--- config.mk ---
export PLATFORM = sky130hd
export DESIGN_NAME = seven_segment_animations
export DESIGN_NICKNAME = d
export VERILOG_FILES = /design/src/rtl/seven_segment_animations.sv
export SDC_FILE = /design/constraint.sdc
export NUM_CORES = 1
export LEC_CHECK = 0
export ABC_AREA = 1
export CAP_MARGIN = 20
export CORE_MARGIN = 1.5
export CORE_UTILIZATION = 60
export DETAILED_ROUTE_END_ITERATION = 8
export PLACE_DENSITY = 0.82
export SYNTH_ARGS = -nofsm -noshare
export SYNTH_HDL_FRONTEND = slang
export SYNTH_SLANG_ARGS = --single-unit
export TNS_END_PERCENT = 50
--- constraint.sdc ---
create_clock -name clk -period 4.2 [get_ports clk]
set_input_delay 0.63 -clock clk [delete_from_list [all_inputs] [get_ports clk]]
set_output_delay 0.63 -clock clk [all_outputs]
set_load 0.01 [all_outputs]
--- src/rtl/seven_segment_animations.sv ---
// seven_segment_animations
// Drives one seven-segment digit with four looping animations. Two push-buttons
// (next animation, speed) go through a 2-flop synchronizer, a debouncer and a
// rising-edge pulse stage. A third input freezes stepping while held.
//
// Ports
//   clk      system clock
//   rst_n    synchronous reset, active HIGH despite the name
//   ena      ignored
//   ui_in    [0] next-animation button, [1] speed button, [2] freeze level
//   uo_out   [6:0] segments a..g, [7] heartbeat decimal point
//   uio_in   ignored
//   uio_out  [1:0] animation index, [3:2] speed, [7:4] zero
//   uio_oe   constant 8'h0F
//
// Parameters
//   DEBOUNCE_CYCLES  stable synchronized samples needed to accept a new level
//   BASE_DIV         clocks per animation step at speed 0
//
// Build option
//   SEG_ACTIVE_LOW_EN  when defined, uo_out is inverted for common-anode digits
module seven_segment_animations #(
  parameter int DEBOUNCE_CYCLES = 100000,
  parameter int BASE_DIV        = 1000000
) (
  input  logic       clk,
  input  logic       rst_n,
  input  logic       ena,
  input  logic [7:0] ui_in,
  output logic [7:0] uo_out,
  input  logic [7:0] uio_in,
  output logic [7:0] uio_out,
  output logic [7:0] uio_oe
);

  localparam int DB_W  = $clog2(DEBOUNCE_CYCLES + 1);
  localparam int CNT_W = $clog2(BASE_DIV * 8 + 1);

  // Synchronizers for the two buttons and the freeze level
  logic [2:0] sync1_q, sync1_d, sync2_q, sync2_d;
  // Fills with ones after reset; marks when sync2 holds a real pin sample
  logic [1:0] fill_q, fill_d;

  // Per-button debounce state
  logic [1:0]           lvl_q, lvl_d, prev_q, prev_d, armed_q, armed_d;
  logic [1:0][DB_W-1:0] db_cnt_q, db_cnt_d;
  logic [1:0]           pulse;

  // Animation state
  logic [1:0]       anim_q, anim_d, speed_q, speed_d;
  logic [3:0]       frame_q, frame_d;
  logic             dp_q, dp_d;
  logic [CNT_W-1:0] cnt_q, cnt_d, period_m1;
  logic             freeze, tick;
  logic [6:0]       seg;
  logic [7:0]       uo_raw;

  logic unused;
  assign unused = ^{ena, uio_in, ui_in[7:3]};

  function automatic logic [3:0] frame_last(input logic [1:0] a);
    case (a)
      2'd0:    frame_last = 4'd5;
      2'd1:    frame_last = 4'd15;
      2'd2:    frame_last = 4'd7;
      default: frame_last = 4'd1;
    endcase
  endfunction

  function automatic logic [6:0] seg_lut(input logic [1:0] a, input logic [3:0] f);
    logic [6:0] s;
    s = 7'h00;
    case (a)
      2'd0: case (f)
        4'd0: s = 7'h01; 4'd1: s = 7'h02; 4'd2: s = 7'h04;
        4'd3: s = 7'h08; 4'd4: s = 7'h10; 4'd5: s = 7'h20;
        default: s = 7'h00;
      endcase
      2'd1: case (f)
        4'd0:  s = 7'h3F; 4'd1:  s = 7'h06; 4'd2:  s = 7'h5B; 4'd3:  s = 7'h4F;
        4'd4:  s = 7'h66; 4'd5:  s = 7'h6D; 4'd6:  s = 7'h7D; 4'd7:  s = 7'h07;
        4'd8:  s = 7'h7F; 4'd9:  s = 7'h6F; 4'd10: s = 7'h77; 4'd11: s = 7'h7C;
        4'd12: s = 7'h39; 4'd13: s = 7'h5E; 4'd14: s = 7'h79; default: s = 7'h71;
      endcase
      2'd2: case (f)
        4'd0: s = 7'h01; 4'd1: s = 7'h02; 4'd2: s = 7'h40; 4'd3: s = 7'h10;
        4'd4: s = 7'h08; 4'd5: s = 7'h04; 4'd6: s = 7'h40; 4'd7: s = 7'h20;
        default: s = 7'h00;
      endcase
      default: case (f)
        4'd0: s = 7'h7F;
        default: s = 7'h00;
      endcase
    endcase
    return s;
  endfunction

  // Input conditioning
  always_comb begin
    sync1_d  = ui_in[2:0];
    sync2_d  = sync1_q;
    fill_d   = {fill_q[0], 1'b1};
    prev_d   = lvl_q;
    lvl_d    = lvl_q;
    db_cnt_d = '0;
    armed_d  = armed_q;
    pulse    = '0;
    for (int i = 0; i < 2; i++) begin
      if (sync2_q[i] != lvl_q[i]) begin
        if (db_cnt_q[i] == DB_W'(DEBOUNCE_CYCLES - 1)) lvl_d[i] = ~lvl_q[i];
        else db_cnt_d[i] = db_cnt_q[i] + 1'b1;
      end
      // A button held through reset must be seen released before it can fire
      armed_d[i] = armed_q[i] | ((fill_q == 2'b11) & ~sync2_q[i]);
      pulse[i]   = lvl_q[i] & ~prev_q[i] & armed_q[i];
    end
  end

  // Step timing and animation state
  always_comb begin
    freeze    = sync2_q[2];
    period_m1 = CNT_W'((BASE_DIV << speed_q) - 1);
    tick      = ~freeze & (cnt_q == period_m1);
    anim_d    = anim_q;
    speed_d   = speed_q;
    frame_d   = frame_q;
    dp_d      = dp_q;
    cnt_d     = cnt_q;
    if (!freeze) cnt_d = tick ? '0 : cnt_q + 1'b1;
    if (tick) begin
      frame_d = (frame_q == frame_last(anim_q)) ? 4'd0 : frame_q + 4'd1;
      dp_d    = ~dp_q;
    end
    // A next pulse overrides a coincident tick entirely, including dp
    if (pulse[0]) begin
      anim_d  = anim_q + 2'd1;
      frame_d = 4'd0;
      dp_d    = dp_q;
      cnt_d   = '0;
    end
    if (pulse[1]) begin
      speed_d = speed_q + 2'd1;
      cnt_d   = '0;
    end
  end

  always_ff @(posedge clk) begin
    if (rst_n) begin
      sync1_q  <= '0;
      sync2_q  <= '0;
      fill_q   <= '0;
      lvl_q    <= '0;
      prev_q   <= '0;
      armed_q  <= '0;
      db_cnt_q <= '0;
      anim_q   <= '0;
      speed_q  <= '0;
      frame_q  <= '0;
      dp_q     <= 1'b0;
      cnt_q    <= '0;
    end else begin
      sync1_q  <= sync1_d;
      sync2_q  <= sync2_d;
      fill_q   <= fill_d;
      lvl_q    <= lvl_d;
      prev_q   <= prev_d;
      armed_q  <= armed_d;
      db_cnt_q <= db_cnt_d;
      anim_q   <= anim_d;
      speed_q  <= speed_d;
      frame_q  <= frame_d;
      dp_q     <= dp_d;
      cnt_q    <= cnt_d;
    end
  end

  always_comb begin
    seg    = seg_lut(anim_q, frame_q);
    uo_raw = {dp_q, seg};
  end

`ifdef SEG_ACTIVE_LOW_EN
  assign uo_out = ~uo_raw;
`else
  assign uo_out = uo_raw;
`endif
  assign uio_out = {4'b0000, speed_q, anim_q};
  assign uio_oe  = 8'h0F;

endmodule

==> results.txt, run 1 <==
The run finished with clean final reports. The number of pins exceeding their max-slew limit in the final report came out at 0. Summed over all cells, the static leakage comes to 2.25 nW. The share of synthesized area occupied by flip-flops and latches came out at 0.365. The first detailed-routing pass took 4 iterations.

The count of hold buffers inserted by post-cts repair came out at 0. Wires add up to 10400 um. The overall power of the completed layout is 0.00150 W. Averaged over all synthesized cells, the footprint is 6.94 um^2. The combinational cell fraction of total power came out at 0.026. The clock passes through at most 2 buffers. The final route contains 4506 vias. After floorplanning, the core was sized to cover 0.00826 mm^2. Across the routed clock network, the largest skew measured is 0.00880 ns. Compared with the post-synthesis result, the final layout area differs by 6.85%.

The CTS buffer count is 9. The total overflow left after global routing is 0. The maximum fanout along the worst path came out at 10. The post-synthesis share of cell area spent on and, or, nand and nor gates is 0.358. The number of DRC violations after detailed-routing iteration 0 came out at 210. The number of antenna diodes is 0. The post-synth design cell area came out at 0.00515 mm^2. The worst hold path passes through 2 cells. The synthesis-stage register bit count is 94.

The number of hold-slack violations in the final timing report came out at 0. Measured along the y axis, the die boundary spans 95.7 um. The via-per-instance ratio came out at 5.19. The arrival time of data at the critical path endpoint is 3.35 ns. The critical path is of the reg2reg type. The proportion of layout cells with a drive suffix above 1 is 0.0695. The most area-hungry cell type in the Yosys netlist is dfxtp_1. The critical path's most frequent cell is nand2_1. The final setup TNS came out at 0 ns. The number of H-tree branching levels came out at 3. The final weighted congestion in routability-driven placement is 0.946. Measured in cells, the most critical reg-to-reg path has a length of 18. Synthesis produced 743 cells. The startpoint type of the worst setup path is a flop. The count of clock tree sinks is 94. Counting both buffers and inverters, the worst setup path holds a total of 3.

The area of placed instances came out at 0.00533 mm^2. The startpoint of the worst-slack reg-to-reg timing path is speed_q[0]$_SDFFE_PP0P_. The peak ir drop on the vdd network came out at 231 uV. The number of remaining DRC errors is 0. The most used flip-flop cell after synthesis is dfxtp_1. The xor and xnor area share after synthesis came out at 0.0187. The hold path startpoint is sync1_q[1]$_SDFF_PP0_.

Tracing the worst setup path back leads to its startpoint at speed_q[0]$_SDFFE_PP0P_. Power spread over the standard cell area amounts to 273 mW/mm^2. Setup repair after global routing left no endpoint under its margin. The switching power of the nets came out at 0.000370 W.

The total of buffers placed on input and output ports came out at 16. The data required time of the critical path came out at 4.47 ns. The combined global-route utilization of all metal layers is 0.248. The number of antenna violations at the first check in global routing was 0.

The number of buffers inserted to repair setup after CTS is 0. Dividing the final minimum period by the clock period gives 0.733. The area of the die came out at 0.00915 mm^2. The minimum period implied by the final worst setup slack is 3.08 ns. The area of all placed cells without fillers came out at 0.00551 mm^2. In this run the register-to-register setup slack is 1.12 ns. Of all flip-flops after synthesis, the portion carrying an async set or reset was 0. The global-route wire length before repair is 17900 um. The number of global-route vias before repair is 4121. The tool flagged a number of max-cap violations equal to 0. The worst setup path is captured at a flop.

The horizontal die dimension came out at 95.7 um. Static timing analysis puts the maximum clock frequency at 0.325 GHz. In this run the number of cells on the critical path is 18. Gates resized during post-CTS repair numbered 0. The signal on the critical path passes through inv_1 -> ha_1 -> inv_1 -> nand2_1 -> nor2_1 -> nand2_1 -> nand2_1 -> nand2_2 -> nor2_4 -> nand2_1 -> nand2_1 -> nand2_1 -> nor2_2 -> inv_1 -> ha_1 -> nand3b_1 -> nand3_1 -> nand2_1. The worst hold-check slack came out at 0.407 ns.

The portion of synthesized cell area occupied by the leading cell type is 0.365. The clock slew at the register clock pins of the worst setup and hold paths is 0.10 ns. The root buffer cell chosen for the clock tree is clkbuf_8.

The number of warnings issued by yosys came out at 0. At the end of the flow the core is filled with cells to 0.667. TritonCTS built the clock tree. The switching part of the total power is 0.246. The standard cell with the maximum stage delay on the critical path is dfxtp_1. After synthesis, the cell types taking the most area are dfxtp_1, nand2_1, inv_1. The number of distinct library cell variants in the gate-level netlist after synthesis is 40.

The part of the total power dissipated in sequential elements is 0.602. The arithmetic-cell share of the synthesized area counting full adders, half adders and majority gates came out at 0.0655. The internal portion of total power came out at 0.00113 W. Setup violations remaining at the end of the flow were counted as 0. In this run the remaining antenna-violating nets after routing total 0. The net count of the finished layout is 805. The main combinational cell family by area after synthesis is simple AND/OR/NAND/NOR gates. The multiplexer share of the synthesized area came out at 0. For this run, the slowest stage of the critical path takes 0.61 ns. In the final routed layout, each cell accounts on average for 11.9 um. The starting density of the core came out at 0.624.

The number of core rows is 33. Entering global routing, the biggest net connects 18 pins. Yosys mapped a number of flops with a built-in enable equal to 0. The number of primary I/O pins is 43. The area fraction in compound gates after synthesis came out at 0.0779. In this design, the largest share of critical-path delay is due to simple AND/OR/NAND/NOR gates. The insertion delay of the later-clocked pin in the worst-skew pair came out at 0.37 ns. The detailed placement HPWL came out at 7960 um.

The clock share of power came out at 0.372. The tightest min-delay check is of the reg2reg type.
[synthesized netlist by cell type, types with 2 or more instances]
| library cell | n |
|---|---|
| nor2_4 | 5 |
| nor2_1 | 94 |
| or2_2 | 2 |
| dfxtp_1 | 94 |
| nor2_2 | 4 |
| xnor2_1 | 4 |
| nand3_2 | 5 |
| a211oi_1 | 4 |
| nor3_2 | 2 |
| clkinv_1 | 2 |
| o21ai_0 | 27 |
| nand4_1 | 15 |
| conb_1 | 2 |
| ha_1 | 27 |
| buf_4 | 14 |
| nand3b_1 | 3 |
| a31oi_1 | 2 |
| nor4_1 | 9 |
| nor3b_1 | 5 |
| a22o_1 | 2 |
| xor2_1 | 7 |
| nand2_1 | 173 |
| clkbuf_1 | 2 |
| a21oi_1 | 32 |
| inv_1 | 104 |
| nand2_4 | 3 |
| nor3_1 | 30 |
| inv_2 | 7 |
| nand2_2 | 7 |
| buf_2 | 4 |
| nand3_1 | 43 |
[final cells by class]
cell class | count | area [um^2]
Fill cell | 731 | 2750
Multi-Input combinational cell | 524 | 2730
Sequential cell | 94 | 1880
Inverter | 114 | 430
Timing Repair Buffer | 16 | 160
Tap cell | 105 | 131
Clock buffer | 9 | 124
Clock inverter | 6 | 52.6
[tightest hold or removal path: stages, from the launching register on]
cell     delay, ns
dfxtp_1       0.31
inv_1         0.04
nor2_1        0.03
[worst min path at each step]
stage | slack (ns) | to
2_1_floorplan | 0.39 | sync2_q[0]$_SDFF_PP0_
3_3_place_gp | 0.39 | sync2_q[0]$_SDFF_PP0_
3_5_place_dp | 0.39 | sync2_q[1]$_SDFF_PP0_
4_1_cts | 0.41 | sync2_q[1]$_SDFF_PP0_
5_1_grt | 0.42 | sync2_q[1]$_SDFF_PP0_
6_report | 0.41 | sync2_q[1]$_SDFF_PP0_
[per-layer routing]
| layer | share of wire | track usage | vias to the layer above |
|---|---|---|---|
| li1 | - | - | 2364 |
| met1 | 0.47 | 0.305 | 2019 |
| met2 | 0.47 | 0.426 | 110 |
| met3 | 0.049 | 0.0574 | 13 |
| met4 | 0.012 | 0.0797 | 0 |
| met5 | 0 | 0 | - |
[cell usage in the layout, fill, tap and decap left out, types with 9 or more instances in the layout]
cell type / netlist / layout
a21oi_1: 32 / 32
clkbuf_8: 0 / 9
clkdlybuf4s50_1: 0 / 16
conb_1: 2 / 12
dfxtp_1: 94 / 94
ha_1: 27 / 27
inv_1: 104 / 104
nand2_1: 173 / 173
nand3_1: 43 / 43
nand4_1: 15 / 15
nor2_1: 94 / 94
nor3_1: 30 / 30
nor4_1: 9 / 9
o21ai_0: 27 / 27
[metrics by stage]
step                cells  setup WS (ns)
floorplan             753           1.61
global placement      853           1.26
detailed placement    853           1.16
CTS                   868           1.13
global route          868          0.834
finish                868           1.12
[cell families (layout without fill, tap and decap cells)]
group | Yosys count | after routing
other cells | 2 | 12
flops | 94 | 94
buf+inv | 135 | 145
compound gates | 72 | 72
xor+xnor | 11 | 11
fa+ha+maj | 27 | 27
simple gates | 402 | 402
[power by group through the flow]
stage / registers [W] / clock network (W) / logic [W]
after floorplan: 0.000923 / 0 / 0.0000387
after global placement: 0.000925 / 0 / 0.0000380
after detailed placement: 0.000925 / 0 / 0.0000394
after CTS: 0.000904 / 0.000577 / 0.0000397
after global routing: 0.000906 / 0.000610 / 0.0000457
final: 0.000904 / 0.000559 / 0.0000398
Note: power is estimated with default switching activity, not from simulation.
==> run 2, diff against run 1 <==
CORE_UTILIZATION = 53   (was 60)
PLACE_DENSITY = 0.77   (was 0.82)
clock period = 2.52 ns   (was 4.2 ns; I/O delays follow)
==> run 2 against run 1 <==
Setup slack got worse by 1.1 ns. Utilization fell by 3.3 points. Flip-flop and latch count did not move. Die area rose by 13%. Clock skew rose by 0.0075 ns. Final cell count rose by 6.6%. Clock power rose by 79%. Hold slack improved by 0.0024 ns. Sequential share of layout area fell by 2.2 points. Sequential power rose by 67%. Routed wire length rose by 3.6%. Combinational power rose by 79%.
==> results.txt, run 2 (synthesized netlist as in run 1, its figures left out) <==
The area of the die came out at 0.0103 mm^2 (+13%). The total of buffers placed on input and output ports was 16 (unchanged). The transition time of the tightest slew-check pin is 0.518 ns. Based on the critical path, the design can be clocked at up to 0.406 GHz. The CTS buffer count was 9 (unchanged). Leaving out fill and tap cells, the most frequent cell in the layout is nand2_1. The fraction of the core area covered by cells at the end of the flow is 0.634 (-0.0326).

The power density over the cells came to 436 mW/mm^2 (+60%). The path class of the tightest hold or removal check is reg2reg. In the finished design, the share of the clock period the worst path needs comes to 0.978. The net count of the finished layout is 837 (+4.0%). The worst reg2reg path depth came out at 17 (-1). Setup repair after global routing could not meet its margin everywhere.

By startpoint and endpoint, the worst setup path is classified as reg2out. The number of antenna violations at the first check in global routing is 0 (unchanged). The number of H-tree branching levels is 3 (unchanged). The final weighted congestion in routability-driven placement is 0.904 (-4.5%). The maximum count of clock buffers along a single path is 2 (unchanged). The worst hold-check slack was 0.409 ns (+0.00236 ns). The synthesis-to-finish area growth is 14.8%. The data required time of the critical path is 2.14 ns (-2.33 ns). The number of core rows is 35 (+6.1%). The footprint of the multi-input gates is 0.00284 mm^2 (+4.0%). The switching power of the nets is 0.000598 W (+61%). The combinational cell fraction of total power is 0.028 (+0.002). The number of primary I/O pins came out at 43 (unchanged). The number of DRC violations after detailed-routing iteration 0 is 171 (-19%). The number of cells on the critical path came out at 6 (-12).

The minimum period implied by the final worst setup slack came out at 2.46 ns. The placeable core area came out at 0.00933 mm^2 (+13%). The worst clock skew came to 0.0163 ns (+0.00746 ns).

The detailed-route wire length per cell was 11.6 um (-2.8%). The max-cap violation count is 0 (unchanged). The number of setup violations in the final report came to 0 (unchanged). The peak ir drop on the vdd network came to 287 uV (+24%). The final cell count without fillers is 925 (+6.6%). The global-route wire length before repair came out at 17900 um (about the same). The count of hold buffers inserted by post-cts repair came out at 0 (unchanged).

The clock slew at the register clock pins of the worst setup and hold paths was 0.09 ns (about the same). The number of global-route vias before repair came out at 4182 (+1.5%). The total number of vias was 4630 (+2.8%).

The number of hold-slack violations in the final timing report is 0 (unchanged). The insertion delay of the later-clocked pin in the worst-skew pair is 0.38 ns (about the same). The startpoint type of the worst setup path is a flop. STA classifies the critical path endpoint as an output pin. The largest net degree at the start of global routing was 16 (-2).

The part of the total power dissipated in sequential elements came out at 0.584 (-0.018). The arrival time of data at the critical path endpoint was 2.09 ns (-1.26 ns). The final wirelength came to 10700 um (+3.6%). The standard cell with the maximum stage delay on the critical path is clkdlybuf4s50_1. The starting density of the core came out at 0.553 (-0.0716). The overflow left after global routing came out at 0 (unchanged). The number of pins exceeding their max-slew limit in the final report came out at 0 (unchanged). The tree is rooted in a clkbuf_8. The worst hold path cell count came out at 2 (unchanged). The maximum fanout along the worst path came out at 6 (-4).

The register cell area after layout came out at 0.00189 mm^2 (+0.47%). The leakage power is 2.42 nW (+7.7%). The detailed-router iteration count before antenna repair is 5 (+1). The final setup TNS came out at 0 ns (unchanged). The vertical extent of the die is 102 um (+6.2%).

The count of antenna-violating nets left after detailed routing came to 0 (unchanged). The via-per-instance ratio is 5.01 (-3.6%). On the critical path the largest part of the delay comes from buffers and inverters. The number of fill cells in the layout came out at 851 (+16%). The delay of the slowest cell on the worst path came out at 0.55 ns (-0.06 ns). In the layout the commonest cells are nand2_1, inv_1, nor2_1. The clock share of power came to 0.389 (+0.017). The number of antenna diodes is 0 (unchanged). The count of buffer and inverter cells on the critical path came out at 2 (-1). The combined global-route utilization of all metal layers is 0.217 (-0.0314).

The horizontal die dimension came out at 102 um (+6.2%). The proportion of layout cells with a drive suffix above 1 came out at 0.143 (+0.0738). The detailed placement HPWL is 8130 um (+2.2%). The critical path goes through inv_1 -> ha_1 -> nor3b_4 -> a21oi_1 -> o21ai_0 -> clkdlybuf4s50_1.

The flow ran to the end, and the final reports show no timing, DRC or antenna violations. The worst relative slew slack is 0.652. The internal portion of total power is 0.00198 W (+75%). The count of placed standard cells including taps came to 901 (+5.6%). The switching part of the total power came out at 0.232 (-0.0146). TritonCTS built the clock tree.

The count of clock tree sinks came to 94 (unchanged). The number of remaining DRC errors came out at 0 (unchanged).
## run 2: changes by cell type in the layout (fill, tap and decap cells not counted), moves of 3 or more
cell,previous run,this run
buf_4,0,32
ha_1,27,18
nand2_1,173,164
nand2_2,7,16
inv_1,104,98
ha_2,0,5
ha_4,0,4
dfxtp_1,94,91
inv_2,7,10
inv_4,1,4
## run 2: metrics by stage
stage	total power, W	cell area [um^2]	setup slack, ns
4_1_cts	0.00261	5770	0.00740
5_1_grt	0.00268	5920	-0.120
3_3_place_gp	0.00161	5540	0.00261
3_5_place_dp	0.00161	5540	-0.134
6_report	0.00258	5920	0.0559
2_1_floorplan	0.00160	5190	0.0637
## run 2: repair_timing
item,in CTS,in global routing
setup buffers,2,6
pin swaps,3,10
gates resized for setup,9,29
hold endpoints to repair,0,0
setup endpoints to repair,13,14
## run 2: area by class of cell
class,count,share of cell area
multi-input combinational,524,0.479
sequential,94,0.320
inverter,114,0.0740
timing repair buffer,48,0.0677
tap,129,0.0273
clock buffer,11,0.0222
clock inverter,5,0.00994
## run 2: final timing paths
check	from	slack [ns]	endpoint
setup / recovery	frame_q[1]$_SDFFE_PP0N_	0.06	uo_out[0]
hold / removal	sync1_q[0]$_SDFF_PP0_	0.41	sync2_q[0]$_SDFF_PP0_
setup reg to reg	speed_q[0]$_SDFFE_PP0P_	0.07	flop
hold reg to reg	sync1_q[0]$_SDFF_PP0_	0.41	sync2_q[0]$_SDFF_PP0_
## run 2: metal layers
layer | vias up | global-route usage | wire (um)
met5 | - | 0 | 0
met4 | 0 | 0.0769 | 209
met3 | 24 | 0.0428 | 451
met2 | 104 | 0.370 | 5070
met1 | 2066 | 0.272 | 5000
li1 | 2436 | - | -
## run 2: worst reg2reg max path: stages, from the launching register on
cell,delay [ns]
dfxtp_4,0.37
inv_2,0.11
ha_2,0.23
inv_1,0.06
nand2_1,0.08
nand2_1,0.07
nor2_2,0.13
nand3_2,0.10
nor2_4,0.17
nand2_1,0.09
nand2_1,0.08
nand2_2,0.08
nor2_4,0.20
ha_1,0.21
nand3b_1,0.16
nand2_1,0.08
nand2_1,0.05
nand2_1,0.07
## run 2: power by group through the flow
stage	Sequential [W]	Clock, W	Combinational (W)
after global routing	0.00151	0.00109	0.0000819
after global placement	0.00154	0	0.0000689
final	0.00151	0.00100	0.0000711
after CTS	0.00151	0.00103	0.0000706
after floorplan	0.00154	0	0.0000645
after detailed placement	0.00154	0	0.0000699
